File: config.mk
export PLATFORM = sky130hd
export DESIGN_NAME = regfile_pair
export DESIGN_NICKNAME = d
export VERILOG_FILES = /design/src/rtl/regfile_pair.sv
export SDC_FILE = /design/constraint.sdc
export NUM_CORES = 1
export LEC_CHECK = 0
export CAP_MARGIN = 20
export CORE_ASPECT_RATIO = 0.7
export CORE_MARGIN = 3
export CORE_UTILIZATION = 55
export DETAILED_ROUTE_END_ITERATION = 16
export PLACE_DENSITY = 0.8
export SKIP_LAST_GASP = 1
export SYNTH_ARGS = -nofsm -noshare
export SYNTH_HDL_FRONTEND = slang
export SYNTH_SLANG_ARGS = --single-unit
File: constraint.sdc
create_clock -name clk -period 12.15 [get_ports clk]
set_clock_uncertainty 0.1 [all_clocks]
set_input_delay 3.0375 -clock clk [delete_from_list [all_inputs] [get_ports clk]]
set_output_delay 3.0375 -clock clk [all_outputs]
set_load 0.005 [all_outputs]
File: src/rtl/regfile_pair.sv
// regfile_pair: a register file with two combinational read ports, one write
// port, and a pair unit. The pair unit treats registers 2p (high half) and
// 2p+1 (low half) as a single double-width value. It can increment, decrement
// or load that value in one edge.
// Optional feature: define REGFILE_BYPASS_EN to forward a same-cycle write to
// the read ports and to pair_out.
module regfile_pair #(
  parameter  int DATA_W   = 8,
  parameter  int NUM_REGS = 8,
  localparam int AB       = $clog2(NUM_REGS),
  // A two-register file has a single pair; keep the select port one bit wide
  // so that it never collapses to zero width.
  localparam int PB       = (AB > 1) ? AB - 1 : 1
) (
  input  logic                  clk,
  input  logic                  rst_n,
  input  logic [AB-1:0]         ra_addr,
  output logic [DATA_W-1:0]     ra_data,
  input  logic [AB-1:0]         rb_addr,
  output logic [DATA_W-1:0]     rb_data,
  input  logic                  we,
  input  logic [AB-1:0]         wa_addr,
  input  logic [DATA_W-1:0]     w_data,
  input  logic [PB-1:0]         pair_sel,
  input  logic [1:0]            pair_op,
  input  logic [2*DATA_W-1:0]   pair_in,
  output logic [2*DATA_W-1:0]   pair_out,
  output logic                  pair_wrap,
  output logic                  wr_collide
);

  localparam int PW = 2 * DATA_W;

  localparam logic [1:0] OP_NONE = 2'b00;
  localparam logic [1:0] OP_INC  = 2'b01;
  localparam logic [1:0] OP_DEC  = 2'b10;
  localparam logic [1:0] OP_LOAD = 2'b11;

  logic [DATA_W-1:0] regs [NUM_REGS];

  logic [AB-1:0] sel_ext;
  logic [AB-1:0] hi_idx;
  logic [AB-1:0] lo_idx;
  logic [PW-1:0] pair_val;
  logic [PW-1:0] pair_next;
  logic          pair_active;
  logic          wrap_hit;
  logic          collide;
  logic          write_ok;

  // Locate the selected pair, compute its next value, and decide whether the
  // single-register write survives this edge.
  always_comb begin
    sel_ext     = AB'(pair_sel);
    hi_idx      = sel_ext << 1;
    lo_idx      = hi_idx | AB'(1);
    pair_val    = {regs[hi_idx], regs[lo_idx]};
    pair_active = (pair_op != OP_NONE);
    pair_next   = pair_val;
    wrap_hit    = 1'b0;
    case (pair_op)
      OP_INC: begin
        pair_next = pair_val + PW'(1);
        wrap_hit  = &pair_val;
      end
      OP_DEC: begin
        pair_next = pair_val - PW'(1);
        wrap_hit  = (pair_val == '0);
      end
      OP_LOAD: pair_next = pair_in;
      default: pair_next = pair_val;
    endcase
    collide  = we && pair_active && ((wa_addr >> 1) == sel_ext);
    write_ok = we && !collide;
  end

  // Register state: reset wins; otherwise the surviving write and the pair
  // update commit together (they never target the same register).
  always_ff @(posedge clk) begin
    if (!rst_n) begin
      for (int i = 0; i < NUM_REGS; i++) begin
        regs[i] <= '0;
      end
      pair_wrap  <= 1'b0;
      wr_collide <= 1'b0;
    end else begin
      if (write_ok) begin
        regs[wa_addr] <= w_data;
      end
      if (pair_active) begin
        regs[hi_idx] <= pair_next[PW-1:DATA_W];
        regs[lo_idx] <= pair_next[DATA_W-1:0];
      end
      if (pair_op == OP_INC || pair_op == OP_DEC) begin
        pair_wrap <= wrap_hit;
      end
      wr_collide <= collide;
    end
  end

  // Combinational read ports and pair view, optionally forwarding the
  // in-flight write.
  always_comb begin
`ifdef REGFILE_BYPASS_EN
    ra_data  = (write_ok && ra_addr == wa_addr) ? w_data : regs[ra_addr];
    rb_data  = (write_ok && rb_addr == wa_addr) ? w_data : regs[rb_addr];
    pair_out = {(write_ok && hi_idx == wa_addr) ? w_data : regs[hi_idx],
                (write_ok && lo_idx == wa_addr) ? w_data : regs[lo_idx]};
`else
    ra_data  = regs[ra_addr];
    rb_data  = regs[rb_addr];
    pair_out = pair_val;
`endif
  end

endmodule
======== Word level (Yosys, flattened, before mapping) ========
Memory sizes are Yosys's and may differ from the RTL's.
Cells that the tools add are included.
storage, ports and cells
  bits in registers ....................... 2
  memory bits (writable) .................. 64
  input bits .............................. 40
  output and inout port bits .............. 34
  memories ................................ 1
operators by class
  add/sub/neg operators ................... 2
  eq/ne operators ......................... 4
  multiplexer cells ....................... 18
  reduce and logical (&&, ||, !) cells .... 11
memories
  name  words  bits a word  rd ports  clocked after Yosys merged registers in  write ports  RTL line  text
  regs  8      8            4         0                                        8            39        logic [DATA_W-1:0] regs [NUM_REGS];
operators by type and width
  cell                     count
  $pmux W16 S3             1
  $mux W8                  3
  $reduce_or A8 Y1         3
  $add A16 B1 Y16 const B  1
  $logic_not A16 Y1        1
  $reduce_and A16 Y1       1
  $sub A16 B1 Y16 const B  1
  $mux W1                  10
  $mux W3                  3
  $eq A2 B2 Y1 const B     2
  $logic_and A1 B1 Y1      3
  $eq A2 B1 Y1 const B     1
  $eq A2 B2 Y1             1
  $pmux W1 S2              1
  $reduce_bool A2 Y1       1
  $logic_not A1 Y1         1
  $logic_or A1 B1 Y1       1

======== Logic depth before layout (Yosys ltp) ========
Gate-level depths: netlist of the first run.
  word-level depth ........................ 10
  depth in mapped cells ................... 12

======== Least setup slack after synthesis of the first run ========
No wires, ideal clock.
  path kind ............................... input to output
  start ................................... input ra_addr[1]
  end ..................................... output ra_data[0]
  arrival ................................. 4.788 ns
  data required time ...................... 9.012 ns
  setup slack ............................. 4.224 ns
  cell stages on the path ................. 4
  cell sequence ........................... clkbuf_1 > buf_1 > mux4_2 > mux2_2
on the way
  word-level cells in the longest chain between the ends .. 1
RTL lines
  element             RTL line  text
  start: declaration  17        input logic [AB-1:0] ra_addr,
  $mem_v2 Z8 W8       n/a
  end: declaration    18        output logic [DATA_W-1:0] ra_data,
Every way passes these cells.

======== Worst setup path after layout of the first run ========
  start ................................... input ra_addr[1]
  end ..................................... output ra_data[7]
The elaborated chain is that of the path after synthesis.

==> metrics.md, run 1 <==
| Metric | Value |
|---|---|
| Outcome | complete, no violations |
| Final hold viol count | 0 |
| Post-synthesis mux area share | between 20 and 25% |
| YS warnings | 0 |
| Vias per cell | roughly 7.5 |
| Setup Crit Path Kind | primary input to output port |
| Synth top area share | roughly 36% |
| Post-CTS Setup Inserts | 0 |
| Max Slew Vio Count | 0 |
| Clk sinks | 66 |
| # fillers | 685 |
| CP dominant cell by count | clkdlybuf4s50_1 |
| Netlist cell types | 50 |
| Die Span Y | roughly 89 um |
| Worst-case clock buffer depth | 2 |
| Final Core Density | 69.7% |
| #FFs+latches synth | between 60 and 70 |
| CTS tree | done |
| # DRC | 0 |
| Slew of the pin with the lowest slew margin | between 1 and 1.5 ns |
| Critical Path Start | ra_addr[1] |
| Hold Buf Count CTS | 0 |
| WP data arrival | between 5 and 6 ns |
| Initial DRC Count | 622 |
| Layout cells sized above 1 | 16.9% |
| Async S/R FF share, synth | 0% |
| Maxcap violations | 0 |
| WL per Instance | 27.9 um |
| Placeable Area | 9290 um2 |
| Top_reg_cell synth | edfxtp_1 |
| PortBufs | 73 |
| XOR/XNOR share of the synthesized area | 2.11% |
| # IOs | 74 |
| Compound-Gate Fraction of Synth Area | 18.1% |
| DIE AREA | ~11000 um2 |
| CP max stage cell | clkdlybuf4s50_1 |
| Register Area | 1960 um2 |
| Initial Util | around 58% |
| CP max FO | 12 |
| Clock slew at reported path FFs | around 0.05 ns |
| Vias in the first global route | between 4000 and 5000 |
| Setup_tns | 0 ns |
| Worst VDD drop | a little under 0.00009 V |
| Initial antenna violation count | 0 |
| Place WS | roughly 3.3 ns |
| Global Route Usage Sum | 32.9% |
| Worst-Skew Late Latency | between 0.3 and 0.4 ns |
| Max stage delay on crit path | ~0.75 ns |
| Part of the Yosys area used for sequential elements | 36.3% |
| Synth Area in Simple Gates | 11.0% |
| Die W | 124 um |
| Yosys top cell by area | edfxtp_1 |
| Final setup margin | about 3.7 ns |
| Post-Syn Instances | 472 |
| Syn Area/Cell | between 10 and 15 um2 |
| Num CTS Buffers | 9 |
| Worst Setup Start Kind | primary input |
| Hold_sp | pair_wrap$_SDFFE_PN0P_ |
| Row count | 29 |
| Period utilisation layout | just under 70% |
| Final min period | around 8.4 ns |
| Global-route wire length before repair | between 20000 and 30000 um |
| Critical Path End Type | output port |
| Final net count | 577 |
| CTS root buf | clkbuf_16 |
| Routed vias | 4813 |
| Detailed placement HPWL | 13100 um |
| Largest net degree at the start of global routing | 26 |
| DRT Wirelength | between 15000 and 20000 um |
| Area Growth Syn to Fin | 19.9% |
| Hold Path Class | register to register |
| Netlist Area Pre-Place | 5400 um2 |
| FMAX | 119 MHz |
| Cell Area, Placed | between 6000 and 7000 um2 |
| EDFF count, synth | between 60 and 70 |
| Placer Congestion | 0.990 |
| Leak | roughly 0.0024 uW |
| RSZ-0062 raised after global routing | no |
| RR Startpoint | regs[7][4]$_DFFE_PP_ |
| Htree depth | 3 |
| Final setup viols | 0 |
| DRT Pass-1 Iters | 5 |
| Final ANT Viol Nets | 0 |
| Power Dens Cells | around 120 nW/um2 |
| Syn nets | between 500 and 600 |
| WP data required | about 9 ns |
| Fin area | 6470 um2 |
| Grt ovf | 0 |
| Adder-Cell Fraction of Synth Area | under 10% |
| Area taken by multi-input logic gates | 3230 um2 |
| Main combinational cell family by area after synthesis | multiplexers |
| Slew Limit Headroom | between 20% and 30% |
| Ant. Diodes | 0 |
| Critical-path cell list | clkdlybuf4s50_1 > buf_16 > mux4_2 > mux2_2 > clkdlybuf4s50_1 |
| Synth area leaders | edfxtp_1 36%, mux4_2 20%, ha_1 4.2% |
| Post-cts repair resize count | 0 |
synth_stat cells, drive strengths merged, types with 4 or more instances:
master,number
a21o,11
a21oi,22
a221o,22
a221oi,5
a22o,12
a22oi,7
a31oi,5
a32o,6
and2,5
and3,9
buf,17
clkbuf,29
edfxtp,64
ha,18
inv,7
mux2,17
mux2i,5
mux4,47
nand2,35
nand3,4
nand3b,8
nand4,4
nor2,29
nor2b,5
nor4,6
o21a,4
o21ai,30
xnor2,7
xor2,6
critical path: cells and delay by family:
family	cells	cell delay, ns
buffers and inverters	3	1.42
multiplexers	2	0.81
worst paths after layout:
check	slack (ns)	cells after the start	to
worst max-delay path	3.73	5	ra_data[7]
worst max register to register	8.41	8	regs[5][7]$_DFFE_PP_
worst min-delay path	0.50	2	pair_wrap$_SDFFE_PN0P_
worst min register to register	0.50	2	pair_wrap$_SDFFE_PN0P_
power breakdown:
part           internal (uW)  switching, uW  leakage, uW
sequential               270           13.5     0.000686
clock                    156           95.2     0.000137
combinational            108            120      0.00157
cell usage in the layout, fill, tap and decap left out, types with 5 or more instances in the layout:
master and n:
a21o_1 11, a21oi_1 22, a221o_1 22, a221oi_1 5, a22o_1 12, a22oi_1 7
a31oi_1 5, a32o_1 6, and2_1 5, and3_1 9, clkbuf_16 9, clkdlybuf4s50_1 73
edfxtp_1 64, ha_1 18, inv_1 7, mux2_2 17, mux2i_1 5, mux4_2 47
nand2_1 35, nand3b_1 8, nor2_1 29, nor2b_1 5, nor4_1 6, o21ai_0 29
xnor2_1 7, xor2_1 6
kinds of logic (layout without fill, tap and decap cells):
group           after synthesis  count (layout)
flops                        66              66
simple gates                118             118
xor+xnor                     13              13
fa+ha+maj                    19              19
mux                          69              69
compound gates              134             134
buf+inv                      53             103
flip-flops by register name, summed over array words and instances, names as in the netlist:
signal	cells
pair_wrap	1
wr_collide	1
regs	64
per-layer routing:
metal  wire length (um)  share of wire [%]  GRT usage, %  up-vias
li1                   -                  -             -     2004
met1               6580                 37          42.0     2326
met2               8220                 46          51.7      423
met3               2610                 14          13.2       60
met4                591                3.3          12.6        0
met5                  0                  0             0        -
through the flow:
step | power (uW) | instances | hold WS (ns)
6_report | 763 | 646 | 0.503
5_1_grt | 784 | 646 | 0.529
4_1_cts | 753 | 642 | 0.484
3_5_place_dp | 506 | 627 | 0.477
3_3_place_gp | 499 | 627 | 0.455
2_1_floorplan | 417 | 472 | 0.431
final cells by class:
cell class | count | area share (%)
Clock buffer | 11 | 3.59
Clock inverter | 4 | 0.676
Inverter | 7 | 0.406
Multi-Input combinational cell | 353 | 49.9
Sequential cell | 66 | 30.3
Tap cell | 124 | 2.40
Timing Repair Buffer | 81 | 12.8
Power figures use the tool's default switching activity.
==> run 2, diff against run 1 <==
==> constraint.sdc (replaced) <==
create_clock -name clk -period 8.6 [get_ports clk]
set_clock_uncertainty 0.1 [all_clocks]
set_input_delay 2.15 -clock clk [delete_from_list [all_inputs] [get_ports clk]]
set_output_delay 2.15 -clock clk [all_outputs]
set_load 0.005 [all_outputs]
==> run 2 against run 1 <==
  * Design area about the same
  * Utilization about the same
  * Critical path depth stayed put
  * Flip-flop and latch count unchanged
  * Via count decreased by 0.25%
  * Die area did not move
  * Combinational power rose by 43%
  * Clock power increased by 41%
==> metrics.md, run 2 (same netlist as run 1, synthesis figures left out) <==
| Metric | Value |
|---|---|
| Outcome | complete, no violations |
| DIE AREA | 11100 um2 (unchanged) |
| Ant. Diodes | 0 (unchanged) |
| Power Dens Cells | 167 nW/um2 (+41%) |
| Num CTS Buffers | 9 (unchanged) |
| Commonest cells after routing, fill and taps aside | 73 x clkdlybuf4s50_1, 64 x edfxtp_1, 47 x mux4_2, 35 x nand2_1 |
| Slew of the pin with the lowest slew margin | 1.19 ns (+0.113 ns) |
| Leak | 0.00239 uW (-0.16%) |
| Maxcap violations | 0 (unchanged) |
| CP max FO | 10 (-2) |
| RR Startpoint | regs[5][4]$_DFFE_PP_ |
| Final net count | 576 (-0.17%) |
| Detailed placement HPWL | 13300 um (+0.87%) |
| Setup_tns | 0 ns (unchanged) |
| Logic pwr share | 30.1% (+0.2 points) |
| Final Core Density | 69.7% (about the same) |
| Max FFs per register | 64 (unchanged) |
| Worst-Skew Late Latency | 0.35 ns (about the same) |
| Hold Path Class | register to register |
| Reg-to-Reg End | regs[1][7]$_DFFE_PP_ |
| Vias in the first global route | 4598 (-0.76%) |
| Hold_sp | pair_wrap$_SDFFE_PN0P_ |
| Row count | 29 (unchanged) |
| Initial DRC Count | 749 (+20%) |
| # DRC | 0 (unchanged) |
| PortBufs | 73 (unchanged) |
| FMAX | between 100 and 150 MHz |
| Biggest regs | regs: 64 flops, pair_wrap: 1 flops, wr_collide: 1 flops |
| Sw Share | 29.9% (about the same) |
| Critical Path Start | ra_addr[1] |
| Placer Congestion | 0.978 (-1.2%) |
| Worst VDD drop | 0.000112 V (+26%) |
| Power share of the sequential group | 37.1% (about the same) |
| Max Slew Vio Count | 0 (unchanged) |
| Critical Path End Type | output port |
| Reg with most FFs | regs |
| Worst-case clock buffer depth | 2 (unchanged) |
| Min-Delay Endpoint | pair_wrap$_SDFFE_PN0P_ |
| Clock slew at reported path FFs | 0.06 ns (about the same) |
| Global-route wire length before repair | 27300 um (+0.97%) |
| Final setup viols | 0 (unchanged) |
| Post-cts repair resize count | 0 (unchanged) |
| Post-CTS Setup Inserts | 0 (unchanged) |
| WP data arrival | 4.49 ns (-0.79 ns) |
| Worst Setup Start Kind | primary input |
| Clock power frac | 32.8% (-0.2 points) |
| Htree depth | 3 (unchanged) |
| Clk sinks | 66 (unchanged) |
| RSZ-0062 raised after global routing | no |
| Hold Buf Count CTS | 0 (unchanged) |
| Global Route Usage Sum | 33.2% (+0.28 points) |
| Hold depth | 2 (unchanged) |
| Final min period | ~6.7 ns |
| Slew Limit Headroom | 20.4% (-7.2 points) |
| Area Growth Syn to Fin | 19.9% (about the same) |
| Setup Crit Path Kind | primary input to output port |
| R2R Setup Slk | 4.88 ns (-3.53 ns) |
| Routed vias | 4801 (-0.25%) |
| Commonest non-fill, non-tap cell in the layout | clkdlybuf4s50_1 |
| Layout cells sized above 1 | 16.7% (-0.16 points) |
| # IOs | 74 (unchanged) |
| Die W | 124 um (unchanged) |
| Vias per cell | 7.44 (about the same) |
| DRT Pass-1 Iters | 6 (+1) |
| DRT Wirelength | 18000 um (+0.16%) |
| Die Span Y | 88.9 um (unchanged) |
| Placeable Area | 9290 um2 (unchanged) |
| Initial Util | 58.1% (unchanged) |
| P_sw | 323 uW (+41%) |
| Initial antenna violation count | 0 (unchanged) |
| Final hold viol count | 0 (unchanged) |
| Period utilisation layout | about four fifths |
| Path depth of the worst reg2reg path | 8 (unchanged) |
| Internal Power | 755 uW (+41%) |
| WP data required | 6.35 ns (-2.66 ns) |
| CTS root buf | clkbuf_16 |
| Grt ovf | 0 (unchanged) |
| WL per Instance | 28.0 um (+0.32%) |
| CTS tree | done |
| Largest net degree at the start of global routing | 26 (unchanged) |
| Final ANT Viol Nets | 0 (unchanged) |
run 2: cell types whose count changed in the layout (fill, tap and decap cells not counted), sizes merged:
cell	before	now
buf	6	7
clkbuf	13	11
run 2: area by class of cell:
cell class / count / area (um2)
Multi-Input combinational cell: 353 / 3230
Fill cell: 699 / 2820
Sequential cell: 66 / 1960
Timing Repair Buffer: 80 / 823
Clock buffer: 11 / 233
Tap cell: 124 / 155
Clock inverter: 4 / 43.8
Inverter: 7 / 26.3
run 2: metal layers:
metal / part of all wire [%] / track usage (%) / routed length, um / vias to the layer above
met2: 45 / 51.6 / 8050 / 441
met1: 38 / 43.5 / 6850 / 2298
met3: 14 / 11.9 / 2510 / 55
met5: 0 / 0 / 0 / -
met4: 3.4 / 13.1 / 619 / 0
li1: - / - / - / 2007
run 2: how the worst max path moves through the flow:
stage / endpoint / slack [ns] / cells past startpoint
finish: ra_data[1] / 1.86 / 5
global route: ra_data[1] / 1.74 / 5
CTS: ra_data[1] / 1.48 / 4
detailed placement: ra_data[1] / 1.49 / 4
global placement: ra_data[7] / 1.62 / 4
floorplan: ra_data[0] / 2.45 / 4
run 2: power by group through the flow:
stage	logic, uW	clock network (uW)	registers (uW)
3_3_place_gp	304	0	402
3_5_place_dp	312	0	406
4_1_cts	315	351	399
6_report	325	353	400
2_1_floorplan	193	0	396
5_1_grt	345	365	402
run 2: critical path: stages:
cell and delay [ns]:
clkdlybuf4s50_1 0.84, buf_16 0.23, mux4_2 0.50, mux2_2 0.29
clkdlybuf4s50_1 0.48
run 2: metrics by stage:
step           instances  total power (uW)  setup WS [ns]  hold slack (ns)  cell area [um2]
2_1_floorplan        472               589           2.45            0.431             5400
4_1_cts              643              1060           1.48            0.484             6420
3_5_place_dp         628               718           1.49            0.470             6140
5_1_grt              645              1110           1.74            0.547             6470
3_3_place_gp         628               706           1.62            0.457             6140
6_report             645              1080           1.86            0.486             6470
==> run 3, diff against run 2 <==
==> constraint.sdc (replaced) <==
create_clock -name clk -period 7 [get_ports clk]
set_clock_uncertainty 0.1 [all_clocks]
set_input_delay 1.75 -clock clk [delete_from_list [all_inputs] [get_ports clk]]
set_output_delay 1.75 -clock clk [all_outputs]
set_load 0.005 [all_outputs]
==> run 3 against run 2 <==
  * Clock power rose by 15%
  * Flip-flop and latch count did not move
  * Register-to-register slack got worse by 1.6 ns
  * Clock-buffer cell count up 1
  * Worst setup slack got worse by 0.91 ns
  * Critical endpoint is now pair_out[6]
==> metrics.md, run 3 (same netlist as run 1, synthesis figures left out) <==
| Metric | Value |
|---|---|
| Outcome | complete, no violations |
| PortBufs | 73 (unchanged) |
| Hold Buf Count CTS | 0 (unchanged) |
| Reg with most FFs | regs |
| Global-route wire length before repair | 28400 um (+4.2%) |
| WL per Instance | 29.8 um (+6.5%) |
| # IOs | 74 (unchanged) |
| Largest net degree at the start of global routing | 24 (-7.7%) |
| Met2 routed wirelength | 8440 um (+4.9%) |
| Worst VDD drop | 0.000128 V (+14%) |
| Area Growth Syn to Fin | 18.9% |
| Placed insts | 631 (+0.48%) |
| WP data required | 5.15 ns (-1.20 ns) |
| Vias in the first global route | 4779 (+3.9%) |
| Max FFs per register | 64 (unchanged) |
| Top Metal Used | met4 |
| Clk sinks | 66 (unchanged) |
| Worst-Skew Late Latency | 0.34 ns (about the same) |
| Setup Crit Path Kind | primary input to output port |
| DRT Pass-1 Iters | 6 (unchanged) |
| Commonest non-fill, non-tap cell in the layout | clkdlybuf4s50_1 |
| DIE AREA | 11100 um2 (unchanged) |
| Max Slew Vio Count | 0 (unchanged) |
| Initial DRC Count | 766 (+2.3%) |
| Placer Congestion | 1.11 (+13%) |
| Biggest regs | regs: 64 flops, pair_wrap: 1 flops, wr_collide: 1 flops |
| Power Dens Cells | 202 nW/um2 (+21%) |
| Period utilisation layout | 86.5% |
| Placeable Area | 9290 um2 (unchanged) |
| Initial antenna violation count | 0 (unchanged) |
| Slew Limit Headroom | 26.1% (+5.7 points) |
| Vias per cell | 7.64 (+2.7%) |
| Final ANT Viol Nets | 0 (unchanged) |
| Final hold viol count | 0 (unchanged) |
| CTS root buf | clkbuf_16 |
| Grt ovf | 0 (unchanged) |
| Maxcap violations | 0 (unchanged) |
| Layout cells sized above 1 | 16.8% (+0.13 points) |
| Htree depth | 3 (unchanged) |
| Hold Path Class | register to register |
| Worst-case clock buffer depth | 2 (unchanged) |
| Worst Setup Start Kind | primary input |
| Setup_tns | 0 ns (unchanged) |
| Die W | 124 um (unchanged) |
| Commonest cells after routing, fill and taps aside | 73 x clkdlybuf4s50_1, 64 x edfxtp_1, 47 x mux4_2, 35 x nand2_1 |
| Die Span Y | 88.9 um (unchanged) |
| # fillers | 709 (+1.4%) |
| RSZ-0062 raised after global routing | no |
| Leak | 0.00237 uW (-0.83%) |
| WP data arrival | 4.20 ns (-0.29 ns) |
| DRT Wirelength | 19300 um (+6.8%) |
| Initial Util | 58.1% (unchanged) |
| Non-Filler Instances | 647 (+0.31%) |
| Critical Path End Type | output port |
| CP max FO | 15 (+5) |
| Routed vias | 4946 (+3.0%) |
| Ant. Diodes | 0 (unchanged) |
| Post-CTS Setup Inserts | 0 (unchanged) |
| Global Route Usage Sum | 34.9% (+1.7 points) |
| Final net count | 577 (+0.17%) |
| FMAX | between 150 and 200 MHz |
| Wire length on met1 | 6980 um (+1.9%) |
| Final min period | between 6 and 7 ns |
| Final setup viols | 0 (unchanged) |
| CTS tree | done |
| Row count | 29 (unchanged) |
| Slew of the pin with the lowest slew margin | 1.10 ns (-0.0916 ns) |
| Metal3 WL | 3140 um (+25%) |
| Post-cts repair resize count | 0 (unchanged) |
| Num CTS Buffers | 9 (unchanged) |
| # DRC | 0 (unchanged) |
| Detailed placement HPWL | 13700 um (+3.6%) |
| Clock slew at reported path FFs | 0.05 ns (about the same) |
==> run 3: cell count changes in the layout (fill, tap and decap cells not counted) <==
cell,change
buf_16,-2
clkbuf_1,+1
clkinv_2,+1
bufinv_16,-1
buf_4,+3
==> run 3: report_power, final <==
| group | internal, uW | switching [uW] |
|---|---|---|
| clock network | 237 | 168 |
| logic | 186 | 213 |
| registers | 469 | 24.8 |
| total | 892 | 406 |
==> run 3: area by class of cell <==
type | count | area [um2] | area share, %
Clock inverter | 4 | 18.8 | 0.292
Timing Repair Buffer | 81 | 791 | 12.3
Clock buffer | 12 | 236 | 3.68
Inverter | 7 | 26.3 | 0.409
Tap cell | 124 | 155 | 2.42
Sequential cell | 66 | 1960 | 30.6
Multi-Input combinational cell | 353 | 3230 | 50.3
==> run 3: worst paths after layout <==
check / start / to / slack, ns / cells past startpoint
hold / removal: pair_wrap$_SDFFE_PN0P_ / pair_wrap$_SDFFE_PN0P_ / 0.48 / 2
setup reg to reg: regs[1][4]$_DFFE_PP_ / regs[1][7]$_DFFE_PP_ / 3.32 / 8
hold reg to reg: pair_wrap$_SDFFE_PN0P_ / pair_wrap$_SDFFE_PN0P_ / 0.48 / 2
setup / recovery: pair_sel[0] / pair_out[6] / 0.95 / 4
==> run 3: metal layers <==
metal / GRT usage [%] / up-vias
li1: - / 2005
met5: 0 / -
met3: 10.9 / 73
met4: 13.4 / 0
met1: 46.3 / 2359
met2: 55.0 / 509
==> run 3: worst max-delay path, stage by stage <==
cell and delay [ns]:
clkdlybuf4s50_1 1.00, buf_4 0.33, mux4_2 0.62, clkdlybuf4s50_1 0.49
==> run 3: per-stage QoR <==
stage                     power, uW  worst slack (ns)  cell area [um2]  utilization, %  hold WS [ns]
after global routing           1330             0.855             6420            69.1         0.503
after CTS                      1280             0.969             6420            69.1         0.475
after detailed placement        883             0.885             6160            66.3         0.471
after floorplan                 724              1.65             5400               -         0.431
after global placement          873              1.00             6160            66.3         0.457
final                          1300             0.948             6420            69.1         0.479
